--- src/rtl/bcd_to_binary_seq.sv ---
// rtl/bcd_to_binary_seq.sv - sequential BCD-to-binary converter (reverse double dabble)
module bcd_to_binary_seq #(
    parameter int DIGITS = 3,
    parameter int BIN_W  = 10
) (
    input  logic                  clk,
    input  logic                  reset_n,
    input  logic [4*DIGITS-1:0]   bcd_input,
    input  logic                  in_valid,
    output logic                  in_ready,
    output logic [BIN_W-1:0]      binary_output,
    output logic                  bcd_error,
    output logic                  out_valid,
    input  logic                  out_ready,
    output logic                  busy
);

    localparam int BCD_W  = 4 * DIGITS;
    localparam int WORK_W = BCD_W + BIN_W;
    localparam int CNT_W  = $clog2(BIN_W + 1);

    typedef enum logic [1:0] {
        IDLE,
        SHIFT,
        DONE
    } state_t;

    state_t              state_q, state_d;
    logic [WORK_W-1:0]   work_q, work_d;
    logic [CNT_W-1:0]    cnt_q, cnt_d;
    logic [BIN_W-1:0]    bin_q, bin_d;
    logic                err_q, err_d;
    logic                digit_bad;
    logic [WORK_W-1:0]   shifted;

    always_ff @(posedge clk or negedge reset_n) begin
        if (!reset_n) begin
            state_q <= IDLE;
            work_q  <= '0;
            cnt_q   <= '0;
            bin_q   <= '0;
            err_q   <= 1'b0;
        end else begin
            state_q <= state_d;
            work_q  <= work_d;
            cnt_q   <= cnt_d;
            bin_q   <= bin_d;
            err_q   <= err_d;
        end
    end

    always_comb begin
        state_d   = state_q;
        work_d    = work_q;
        cnt_d     = cnt_q;
        bin_d     = bin_q;
        err_d     = err_q;
        digit_bad = 1'b0;
        shifted   = work_q >> 1;

        for (int i = 0; i < DIGITS; i++) begin
            if (bcd_input[4*i +: 4] > 4'd9) begin
                digit_bad = 1'b1;
            end
        end

        // Inverse of the add-3 step: a digit that became >= 8 after the shift borrowed 16, not 10
        for (int i = 0; i < DIGITS; i++) begin
            if (shifted[BIN_W + 4*i +: 4] >= 4'd8) begin
                shifted[BIN_W + 4*i +: 4] = shifted[BIN_W + 4*i +: 4] - 4'd3;
            end
        end

        case (state_q)
            IDLE: begin
                if (in_valid) begin
                    if (digit_bad) begin
                        state_d = DONE;
                        err_d   = 1'b1;
                        bin_d   = '0;
                    end else begin
                        state_d = SHIFT;
                        work_d  = {bcd_input, {BIN_W{1'b0}}};
                        cnt_d   = '0;
                    end
                end
            end
            SHIFT: begin
                work_d = shifted;
                cnt_d  = cnt_q + 1'b1;
                if (cnt_q == CNT_W'(BIN_W - 1)) begin
                    state_d = DONE;
                    bin_d   = shifted[BIN_W-1:0];
                    err_d   = 1'b0;
                end
            end
            DONE: begin
                if (out_ready) begin
                    state_d = IDLE;
                end
            end
            default: state_d = IDLE;
        endcase
    end

    assign in_ready      = (state_q == IDLE);
    assign out_valid     = (state_q == DONE);
    assign busy          = (state_q != IDLE);
    assign binary_output = bin_q;
    assign bcd_error     = err_q;

endmodule

--- config.mk ---
export PLATFORM = sky130hd
export DESIGN_NAME = bcd_to_binary_seq
export DESIGN_NICKNAME = d
export VERILOG_FILES = /design/src/rtl/bcd_to_binary_seq.sv
export SDC_FILE = /design/constraint.sdc
export NUM_CORES = 1
export LEC_CHECK = 0
export ABC_AREA = 1
export CAP_MARGIN = 30
export CORE_ASPECT_RATIO = 1.1
export CORE_MARGIN = 2
export CORE_UTILIZATION = 52
export CTS_CLUSTER_SIZE = 20
export DETAILED_ROUTE_END_ITERATION = 12
export PLACE_DENSITY = 0.84
export SLEW_MARGIN = 20
export SYNTH_ARGS = -nofsm -noshare
export SYNTH_HDL_FRONTEND = slang
export SYNTH_SLANG_ARGS = --single-unit
export TNS_END_PERCENT = 100
--- constraint.sdc ---
create_clock -name clk -period 2.1 [get_ports clk]
set_input_delay 0.21 -clock clk [delete_from_list [all_inputs] [get_ports clk]]
set_output_delay 0.21 -clock clk [all_outputs]
set_load 0.05 [all_outputs]
==> flow_metrics.tcl <==
set metrics [dict create \
    htree_levels 2 \
    maxCapViolations 0 \
    run_status "finished, final reports clean" \
    rsz0062_at_grt "no" \
    drcViolationCount 0 \
    firstDrtPassIters 4 \
    vias 1656 \
    overflow 0 \
    antenna_found_initial 0 \
    viasPerCell 5.06 \
    syn_area_um2 1950 \
    crit_family "buffers and inverters" \
    powerDensity_nw_per_um2 1190 \
    end_kind "primary output" \
    r2r-start "state_q[1]" \
    num_rows 23 \
    cp.depth 3 \
    die_x_um 62.4 \
    tns_ps 0 \
    post-dp-hpwl_um 2870 \
    synth_enable_flop_cells 0 \
    ys_async_sr_fraction 1.00 \
    cts_max_path_buffers 2 \
    synth_cell_types 26 \
    finalSetupViolCount 0 \
    cp_cell_sequence "inv_1, nor2_1, clkdlybuf4s50_1" \
    synth_nets 270 \
    dp_slack_ps 387 \
    port_buffers 29 \
    drive_gt1_frac 0.0722 \
    instances_no_fill 327 \
    final_nets 299 \
    grt_pass1_wl_um 6830 \
    core_um2 3630 \
    routedWlPerCell_um 12.2 \
    final_cell_area_um2 2340 \
    synth_area_leaders "dfrtp_1 49%, nand2_1 22%, nand3_1 5.6%" \
    post_cts_resized 0 \
    cpMaxStageDelayCell "clkdlybuf4s50_1" \
    slew_viol_final 0 \
    path_class "reg -> out" \
    tritoncts "yes" \
    wl_met2_um 1930 \
    max_stage_delay_ps 830 \
    synthToLayoutAreaGrowth_pct 19.9 \
    die_height_um 68.2 \
    wl_met3_um 174 \
    fin_skew_ps 9.61 \
    finalCriticalPeriod_ps 2020 \
    antenna_left 0 \
    synth_ff_type "dfrtp_1" \
    fin_util 0.645 \
    maxSlewHeadroom 0.658 \
    clkLatencyLatePin_ps 290 \
    cts_root_buf "clkbuf_8" \
    synth.largest_area_cell "dfrtp_1" \
    yosysSeqAreaShare 0.488 \
    antenna-diode-count 0 \
    reg2reg_depth 7 \
    track_usage 0.211 \
    hold_viol_final 0 \
    synth_top_area_frac 0.488 \
    cts_inserted_buffers 5 \
    worstPathRequired_ps 1890 \
    setup_slack_ps 77.4 \
    grt_max_degree 39 \
    cts_num_sinks 38 \
    syn_inst 248 \
    crit_arrival_ps 1810 \
    irDropWorstVdd_v 0.000709 \
    start_util 0.538 \
    totalWireLength_um 4000 \
    tightest_slew_ps 511 \
    topRoutingLayerUsed "met4" \
    cp.buffers_inverters 2 \
    drt_iter0_drc 77 \
    cts_hold_buf 0 \
    grt_pass1_vias 1528 \
    io_pins 30 \
    synth-seq-cells 38 \
    ff2ff_setup_slack_ps 510 \
    hold_path.class "in -> async" \
    p_leak_uw 0.00126 \
    placed_area_um2 2260 \
    period_share 0.963 \
    die-area_um2 4250 \
    netlist_top_cells_count "116 x nand2_1, 38 x dfrtp_1, 22 x nand3_1" \
    wl_met1_um 1830 \
    placed_cells 320 \
    syn-mean-instance-area_um2 7.86 \
    cp_max_fo 3 \
    clkSlewWorstSetupHoldPaths_ps 70 \
    clock.fmax_ghz 0.494 \
    r2r-end "binary_output[7]" \
    yosysMostFrequentCell "nand2_1" \
    yosysWarnings 0 \
    post_cts_buffers 0 \
    gp_congestion 0.746 \
    start_kind "register" \
]
worst max path at each step:
| stage | from | endpoint | slack (ps) |
|---|---|---|---|
| finish | state_q[1] | out_valid | 80 |
| global route | state_q[1] | out_valid | 40 |
| CTS | state_q[1] | out_valid | 90 |
| detailed placement | in_valid | binary_output[2] | 390 |
| global placement | state_q[1] | out_valid | 410 |
| floorplan | state_q[1] | work_q[21] | 410 |
metrics by stage:
stage,hold WS (ps),power [uW]
detailed placement,463,2330
finish,337,2780
global route,386,3000
global placement,455,2280
CTS,354,2800
floorplan,-85.6,2030
where the power goes:
| part | total [uW] | internal [uW] | switching, uW |
|---|---|---|---|
| registers | 1190 | 965 | 224 |
| logic | 1130 | 384 | 748 |
| clock network | 463 | 228 | 234 |
| total | 2780 | 1580 | 1210 |
placed cells by master (no fill, tap or decap), drive strengths merged:
cell type      instances
nand2                119
dfrtp                 38
clkdlybuf4s50         29
nand3                 22
inv                   17
nand4                 11
clkbuf                 7
ha                     6
o21ai                  6
buf                    4
nor2                   4
or2                    4
a21oi                  3
o211ai                 2
o21bai                 2
nand3b                 2
o22ai                  1
cells by family (layout without fill, tap and decap cells):
logic type / Yosys count / after routing / share of synthesized area
simple gates: 162 / 162 / 0.361
compound gates: 14 / 14 / 0.0436
flops: 38 / 38 / 0.488
buf+inv: 28 / 57 / 0.0693
fa+ha+maj: 6 / 6 / 0.0385
per-layer routing:
metal	track usage	vias up
li1	-	842
met1	0.266	776
met2	0.352	32
met3	0.0559	6
met4	0.0889	0
met5	0	-
sequential cells by signal (all words and copies together) (netlist names):
signal	count
cnt_q	4
work_q	21
state_q	2
bcd_error	1
binary_output	10
worst reg2reg max path, stage by stage (launching register included):
cell	delay, ps
dfrtp_1	440
nor2_2	210
nand2_2	210
nand2_2	130
a21oi_2	30
nand2_1	300
nand2_1	110
nand2_1	90
area by class of cell:
type | instances | area, um^2
sequential | 38 | 951
multi-input combinational | 182 | 863
timing repair buffer | 33 | 320
tap | 50 | 62.6
clock buffer | 7 | 76.3
inverter | 17 | 63.8
fill | 326 | 1290
(Power assumes the default switching activity.)
